## src/rtl/adder_mc.sv

```systemverilog
// adder_mc: multicycle WIDTH-bit add/subtract, CHUNK bits per cycle through one lookahead chunk adder.
// Optional feature: define ADDER_MC_SAT_EN to clamp result[WIDTH-1:0] to unsigned saturation in DONE.
module adder_mc #(
  parameter int WIDTH = 16,
  parameter int CHUNK = 4
) (
  input  logic             clk,
  input  logic             rst_n,
  input  logic             in_valid,
  output logic             in_ready,
  input  logic [WIDTH-1:0] a,
  input  logic [WIDTH-1:0] b,
  input  logic             sub,
  output logic             out_valid,
  input  logic             out_ready,
  output logic [WIDTH:0]   result,
  output logic             ovf
);
  localparam int N  = WIDTH / CHUNK;
  localparam int IW = (N > 1) ? $clog2(N) : 1;

  if (WIDTH % CHUNK != 0) begin : g_bad_width
    $error("adder_mc: WIDTH must be a multiple of CHUNK");
  end

  typedef enum logic [1:0] {IDLE, RUN, DONE} state_t;

  state_t           state, state_nx;
  logic [WIDTH-1:0] op_a, op_b;
  logic             op_sub, carry, last, cc, pp;
  logic [IW-1:0]    idx;
  logic [CHUNK-1:0] ca, cb, g, p, sum;
  logic [CHUNK:0]   c;
  logic [WIDTH:0]   res;
  logic             ovf_q;

  assign ca        = op_a[idx*CHUNK +: CHUNK];
  assign cb        = op_b[idx*CHUNK +: CHUNK];
  assign g         = ca & cb;
  assign p         = ca ^ cb;
  assign sum       = p ^ c[CHUNK-1:0];
  assign last      = idx == IW'(N - 1);
  assign in_ready  = state == IDLE;
  assign out_valid = state == DONE;
  assign result    = res;
  assign ovf       = ovf_q;

  // Lookahead carries: each carry is the OR of every generate passed through the propagates above it, plus carry-in
  always_comb begin
    c    = '0;
    cc   = 1'b0;
    pp   = 1'b0;
    c[0] = carry;
    for (int k = 0; k < CHUNK; k++) begin
      cc = g[k];
      pp = p[k];
      for (int j = k - 1; j >= 0; j--) begin
        cc = cc | (pp & g[j]);
        pp = pp & p[j];
      end
      c[k+1] = cc | (pp & carry);
    end
  end

  // State register
  always_ff @(posedge clk or negedge rst_n)
    if (!rst_n) state <= IDLE;
    else state <= state_nx;

  // Next state: accept in IDLE, leave RUN after the last chunk, release DONE on the result handshake
  always_comb begin
    state_nx = state;
    if (state == IDLE && in_valid) state_nx = RUN;
    else if (state == RUN && last) state_nx = DONE;
    else if (state == DONE && out_ready) state_nx = IDLE;
  end

  // Datapath: latch operands on accept, then fold in one chunk per RUN cycle; flags settle with the last chunk
  always_ff @(posedge clk or negedge rst_n) begin
    if (!rst_n) begin
      op_a   <= '0;
      op_b   <= '0;
      op_sub <= 1'b0;
      carry  <= 1'b0;
      idx    <= '0;
      res    <= '0;
      ovf_q  <= 1'b0;
    end else if (state == IDLE && in_valid) begin
      op_a   <= a;
      op_b   <= sub ? ~b : b;
      op_sub <= sub;
      carry  <= sub;
      idx    <= '0;
    end else if (state == RUN) begin
      res[idx*CHUNK +: CHUNK] <= sum;
      carry <= c[CHUNK];
      idx   <= idx + 1'b1;
      if (last) begin
        res[WIDTH] <= op_sub ^ c[CHUNK];
        ovf_q      <= c[CHUNK-1] ^ c[CHUNK];
`ifdef ADDER_MC_SAT_EN
        if (op_sub ^ c[CHUNK]) res[WIDTH-1:0] <= op_sub ? '0 : '1;
`else
`endif
      end
    end
  end
endmodule

```

## config.mk

```make
export PLATFORM = sky130hd
export DESIGN_NAME = adder_mc
export DESIGN_NICKNAME = d
export VERILOG_FILES = /design/src/rtl/adder_mc.sv
export SDC_FILE = /design/constraint.sdc
export NUM_CORES = 1
export LEC_CHECK = 0
export CORE_ASPECT_RATIO = 2
export CORE_UTILIZATION = 25
export DETAILED_ROUTE_END_ITERATION = 16
export HOLD_SLACK_MARGIN = 0.03
export MAX_ROUTING_LAYER = met4
export PLACE_DENSITY = 0.57
export SLEW_MARGIN = 20
export SYNTH_ARGS = -nofsm -noshare
export SYNTH_HDL_FRONTEND = slang
export SYNTH_SLANG_ARGS = --single-unit
```

## constraint.sdc

```tcl
create_clock -name clk -period 7.72 [get_ports clk]
set_clock_uncertainty 0.05 [all_clocks]
set_input_delay 1.544 -clock clk [delete_from_list [all_inputs] [get_ports clk]]
set_output_delay 1.544 -clock clk [all_outputs]
set_load 0.1 [all_outputs]
```

==> flow_summary.json, run 1 <==
{
  "num_antenna_cells": 0,
  "layout_commonest_cell": "dfrtp_1",
  "placed_cells": 428,
  "synth_cell_types": 35,
  "synthFlopType": "dfrtp_1",
  "crit_fanout": 6,
  "whs_ps": 427.2,
  "grt_max_degree": 57,
  "dpl_cell_area_um2": 3505,
  "maxCapViolations": 0,
  "reg2regPathDepth": 6,
  "antenna_found_initial": 0,
  "grt-ovfl-total": 0,
  "avgSynthCellArea_um2": 11.67,
  "die_h_um": 152.0,
  "numClockSinks": 56,
  "clk_pin_slew_worst_paths_ps": 70,
  "place_congestion": 0.7563,
  "synth-seq-area-share": 0.4982,
  "drt_iter0_markers": 72,
  "syn-num-nets": 291,
  "setup_viol_count_final": 0,
  "drive_above_1_share": 0.07458,
  "required_ps": 6130,
  "cts_root_buf": "clkbuf_16",
  "insertion_delay_ps": 290,
  "start_kind": "flop",
  "portBuffers": 56,
  "tightest_slew_ps": 987.3,
  "layout_common_cells": "dfrtp_1 (56), clkdlybuf4s50_1 (55), nor2_1 (26)",
  "initial_core_util": 0.2570,
  "rsz0062_at_grt": "false",
  "layout.cells.non_filler": 435,
  "path_cells": "inv_1 > nor2_1 > clkdlybuf4s50_1",
  "ys_async_sr_fraction": 1.000,
  "relSlewSlack": 0.3398,
  "yosys_register_bits": 56,
  "firstDrtPassIters": 4,
  "critical_path_class": "reg2out",
  "via_count": 1945,
  "hold_viol": 0,
  "synth-edff-count": 0,
  "status": "complete, no violations",
  "arrival_ps": 2110,
  "reg2reg_to": "result[15]",
  "grt_pass1_vias": 2055,
  "nNetsFinal": 345,
  "final.min_clock_period_ps": 3703,
  "post_cts_buffers": 0,
  "grt_util_all_layers": 0.1175,
  "fin_crit_sh": 0.4797,
  "ff2ff_setup_slack_ps": 4680,
  "max_freq_mhz": 270.0,
  "hp-class": "reg2reg",
  "worst_setup_path_startpoint": "state[1]",
  "cts-resized-gates": 0,
  "cts_inserted_buffers": 5,
  "cp-endpoint": "out_valid",
  "syn-cell-area_um2": 2813,
  "cts_max_level": 2,
  "ios": 57,
  "wl_per_cell_um": 14.12,
  "slowest_stage": "clkdlybuf4s50_1",
  "cts_tree": "yes",
  "yosys_warnings": 0,
  "holdBufCountCts": 0,
  "design_area_um2": 3642,
  "die_w_um": 77,
  "place_hpwl_um": 4748,
  "timing.setup.tns_ps": 0,
  "rows": 54,
  "vias_per_cell": 4.471,
  "drc": 0,
  "syn2layout_area_growth_pct": 29.49,
  "drv_slew": 0,
  "synthCells": 241,
  "dieArea_um2": 11700,
  "grt_pass1_wl_um": 10160,
  "crit-reg2reg-launch": "idx[0]",
  "coreArea_um2": 10950,
  "cts_buffer_depth": 2,
  "drtAntennaViolNets": 0,
  "cp_slowest_stage_delay_ps": 1130,
  "endpoint_kind": "primary output",
  "wirelength_um": 6144
}
final cells by class:
class,count,area (µm²)
Timing Repair Buffer,58,570.5
Inverter,6,22.52
Tap cell,140,175.2
Clock buffer,5,125.1
Clock inverter,2,12.51
Multi-Input combinational cell,168,1335
Sequential cell,56,1401
Fill cell,1127,7303
cells in the mapped netlist (2+ instances only):
cell type	number	area share
dfrtp_1	56	0.50
nor2_1	26	0.035
a21oi_1	21	0.037
nand2_1	19	0.025
xnor2_1	18	0.056
mux2_1	17	0.068
ha_1	12	0.053
buf_2	10	0.018
a22o_1	9	0.028
mux4_2	8	0.064
inv_1	6	0.0080
o31ai_1	5	0.013
nand3_1	4	0.0071
o21ai_1	3	0.0053
a211oi_1	2	0.0053
mux2i_1	2	0.0071
nor2b_1	2	0.0044
o211ai_2	2	0.0089
o21ai_0	2	0.0036
o41ai_1	2	0.0062
through the flow:
stage                     utilization  setup slack (ps)
after global routing           0.3328              3939
final                          0.3328              4017
after global placement         0.3202              4351
after floorplan                     -              4349
after CTS                      0.3328              4008
after detailed placement       0.3202              4338
how the worst min path moves through the flow:
stage                          from   endpoint  slack (ps)  cells after the start
after floorplan            op_a[10]   op_a[10]         400                      1
after global placement      op_a[5]    op_a[5]         410                      1
after detailed placement  result[1]  result[1]         420                      2
after CTS                 result[1]  result[1]         430                      2
after global routing        op_a[2]    op_a[2]         450                      1
final                     result[1]  result[1]         430                      2
routing by layer:
metal,global-route usage,wire length [µm]
met3,0.01622,150
met2,0.2211,3614
met4,0.05660,142
met5,-,0
met1,0.1147,2236
cells by family after synthesis:
family / after synthesis / share of synthesized area
simple gates: 57 / 0.09253
flops: 56 / 0.4982
compound gates: 52 / 0.1232
mux: 27 / 0.1392
xor+xnor: 19 / 0.05916
buf+inv: 17 / 0.02713
fa+ha+maj: 13 / 0.06050
registers in the layout (all words and copies together), names as in the netlist:
register / flops
state: 2
op_a: 16
idx: 2
ovf: 1
op_b: 16
carry: 1
result: 17
op_sub: 1
critical path, delay by kind of cell (launching register included):
family	cells	cell delay (ps)
buffers and inverters	2	1250
DFF	1	460
and+or+nand+nor	1	100
Power of run 1 is not shown: default switching activity piles up to over one toggle a cycle in this logic, so the estimate is an artifact.
==> run 2, diff against run 1 <==
- PLACE_DENSITY: 0.57 -> 0.58
- clock period: 7.72 -> 3.2 ns (I/O delays scaled with it)
==> flow_summary.json, run 2 (synthesis results as in run 1) <==
{
  "status": "complete, no violations",
  "place_congestion": 0.8238,
  "endpoint_kind": "flop",
  "rows": 54,
  "drc": 0,
  "numClockSinks": 56,
  "cp_slowest_stage_delay_ps": 800,
  "rsz0062_at_grt": "false",
  "drv_slew": 0,
  "slowest_stage": "dfrtp_1",
  "vias_per_cell": 4.525,
  "max_freq_mhz": 352.3,
  "relSlewSlack": 0.3754,
  "cp.depth": 6,
  "grt_max_degree": 53,
  "layout_common_cells": "dfrtp_1 (56), clkdlybuf4s50_1 (35), nor2_1 (26)",
  "layout_commonest_cell": "dfrtp_1",
  "start_kind": "flop",
  "cts-resized-gates": 0,
  "ios": 57,
  "nNetsFinal": 346,
  "die_w_um": 77,
  "syn2layout_area_growth_pct": 30.12,
  "initial_core_util": 0.2570,
  "cp-endpoint": "result[3]",
  "portBuffers": 56,
  "antenna_found_initial": 0,
  "cts_tree": "yes",
  "place_hpwl_um": 5144,
  "maxCapViolations": 0,
  "post_cts_buffers": 0,
  "drtAntennaViolNets": 0,
  "wirelength_um": 6337,
  "grt_pass1_vias": 2111,
  "cts_buffer_depth": 2,
  "crit_fanout": 16,
  "wl_per_cell_um": 14.53,
  "path_cells": "mux4_2 > ha_1 > a211oi_1 > o21bai_1 > xor2_1 > a22o_1",
  "timing.setup.tns_ps": 0,
  "whs_ps": 222.0,
  "largest_reg_flops": 17,
  "cts_inserted_buffers": 5,
  "holdBufCountCts": 0,
  "drt_iter0_markers": 84,
  "drive_above_1_share": 0.1453,
  "cp_num_buf_inv": 0,
  "cts_max_level": 2,
  "reg2reg_to": "result[3]",
  "grt_pass1_wl_um": 10510,
  "critical-path-top-delay-family": "flip-flops",
  "die_h_um": 152.0,
  "clk_pin_slew_worst_paths_ps": 70,
  "grt_util_all_layers": 0.1230,
  "via_count": 1973,
  "tightest_slew_ps": 934.0,
  "required_ps": 3380,
  "ff2ff_setup_slack_ps": 360,
  "worst_setup_path_startpoint": "idx[0]",
  "grt-ovfl-total": 0,
  "fin_crit_sh": 0.8870,
  "firstDrtPassIters": 4,
  "coreArea_um2": 10950,
  "reg2regPathDepth": 6,
  "hp-class": "in2async",
  "crit-reg2reg-launch": "idx[0]",
  "critical_path_class": "reg2reg",
  "arrival_ps": 3020,
  "insertion_delay_ps": 300,
  "hold_viol": 0,
  "num_antenna_cells": 0,
  "cts_root_buf": "clkbuf_16",
  "final.min_clock_period_ps": 2838,
  "dieArea_um2": 11700,
  "setup_viol_count_final": 0
}
-- run 2: cell count changes in the layout (fill, tap and decap cells not counted) --
cell,before,now
buf_4,2,22
clkdlybuf4s50_1,55,35
bufinv_16,0,2
buf_12,0,1
clkinv_2,1,0
clkinvlp_4,1,0
-- run 2: through the flow --
step             util  cells  area [µm²]  worst slack, ps
4_1_cts        0.3344    436        3660            331.2
5_1_grt        0.3344    436        3660            149.1
3_5_place_dp   0.3174    429        3475            354.6
6_report       0.3344    436        3660            361.5
2_1_floorplan       -    241        2813            696.1
3_3_place_gp   0.3174    429        3475            434.7
-- run 2: how the worst min path moves through the flow --
stage / depth (start not counted) / endpoint
2_1_floorplan: 0 / carry
3_3_place_gp: 1 / op_a[6]
3_5_place_dp: 1 / op_a[6]
4_1_cts: 1 / op_a[11]
5_1_grt: 1 / op_a[12]
6_report: 1 / op_a[12]
-- run 2: final cells by class --
class                           instances  area, µm²
Fill cell                            1130       7286
Sequential cell                        56       1401
Multi-Input combinational cell        168       1335
Timing Repair Buffer                   59      540.5
Tap cell                              140      175.2
Clock buffer                            5      125.1
Clock inverter                          2      60.06
Inverter                                6      22.52
-- run 2: routing by layer --
layer / global-route usage / part of all wire / vias up
li1: - / - / 958
met1: 0.1134 / 0.35 / 949
met2: 0.2296 / 0.58 / 51
met3: 0.02162 / 0.030 / 15
met4: 0.07188 / 0.043 / 0
met5: - / 0 / -
Power of run 2 is left out for the same reason.
==> run 3, diff against run 2 <==
- SLEW_MARGIN: 20 -> 30
==> flow_summary.json, run 3 (synthesis results as in run 1) <==
{
  "cts-resized-gates": 0,
  "layout_common_cells": "dfrtp_1 (56), clkdlybuf4s50_1 (34), nor2_1 (26)",
  "setup_ws_ps": 361.5,
  "die_w_um": 77,
  "drv_slew": 0,
  "endpoint_kind": "flop",
  "setup_viol_count_final": 0,
  "drtAntennaViolNets": 0,
  "holdBufCountCts": 0,
  "rows": 54,
  "cts_tree": "yes",
  "tightest_slew_ps": 720.3,
  "ios": 57,
  "start_kind": "flop",
  "crit_fanout": 16,
  "max_freq_mhz": 352.3,
  "portBuffers": 56,
  "drc": 0,
  "clk_pin_slew_worst_paths_ps": 70,
  "grt-ovfl-total": 0,
  "die_h_um": 152.0,
  "cts_inserted_buffers": 5,
  "hold_viol": 0,
  "initial_core_util": 0.2570,
  "final.min_clock_period_ps": 2838,
  "maxCapViolations": 0,
  "firstDrtPassIters": 4,
  "cp_num_buf_inv": 0,
  "arrival_ps": 3020,
  "wl_per_cell_um": 14.54,
  "coreArea_um2": 10950,
  "syn2layout_area_growth_pct": 29.94,
  "path_cells": "mux4_2 > ha_1 > a211oi_1 > o21bai_1 > xor2_1 > a22o_1",
  "place_hpwl_um": 5144,
  "slowest_stage": "dfrtp_1",
  "critical-path-top-delay-family": "flip-flops",
  "crit-reg2reg-launch": "idx[0]",
  "layout_commonest_cell": "dfrtp_1",
  "grt_pass1_wl_um": 10510,
  "largest_reg_flops": 17,
  "numClockSinks": 56,
  "cts_max_level": 2,
  "via_count": 1973,
  "cp_slowest_stage_delay_ps": 800,
  "drt_iter0_markers": 84,
  "cts_buffer_depth": 2,
  "rsz0062_at_grt": "false",
  "required_ps": 3380,
  "insertion_delay_ps": 300,
  "grt_max_degree": 53,
  "post_cts_buffers": 0,
  "hp-class": "in2async",
  "grt_util_all_layers": 0.1230,
  "nNetsFinal": 346,
  "critical_path_class": "reg2reg",
  "antenna_found_initial": 0,
  "num_antenna_cells": 0,
  "status": "complete, no violations",
  "drive_above_1_share": 0.1486,
  "relSlewSlack": 0.5188,
  "dieArea_um2": 11700,
  "vias_per_cell": 4.525,
  "place_congestion": 0.8238,
  "wirelength_um": 6340,
  "cts_root_buf": "clkbuf_16",
  "grt_pass1_vias": 2111,
  "dpl_worst_slack_ps": 354.6,
  "timing.setup.tns_ps": 0,
  "fin_crit_sh": 0.8870,
  "worst_setup_path_startpoint": "idx[0]"
}
## run 3: metrics by stage
step	instance area [µm²]	instances	hold WS [ps]	utilization
after detailed placement	3475	429	425.1	0.3174
final	3655	436	222.0	0.3339
after floorplan	2813	241	294.4	-
after global routing	3655	436	245.4	0.3339
after global placement	3475	429	415.5	0.3174
after CTS	3660	436	228.9	0.3344
## run 3: cell type report
class,instances,area [µm²]
Fill cell,1130,7291
Clock inverter,2,60.06
Tap cell,140,175.2
Clock buffer,5,125.1
Multi-Input combinational cell,168,1335
Sequential cell,56,1401
Timing Repair Buffer,59,535.5
Inverter,6,22.52
## run 3: worst paths after layout
path | slack (ps) | endpoint | cells past startpoint
max in group asynchronous | 2270 | state[1] | 2
worst min-delay path | 220 | op_a[12] | 1
worst min register to register | 440 | op_a[6] | 1
min in group clk | 440 | op_a[6] | 1
worst max-delay path | 360 | result[3] | 6
worst max register to register | 360 | result[3] | 6
## run 3: layer usage
metal / part of all wire / track usage
met1: 0.35 / 0.1134
met2: 0.58 / 0.2296
met3: 0.030 / 0.02162
met4: 0.043 / 0.07188
met5: 0 / -
Power of run 3 is left out for the same reason.
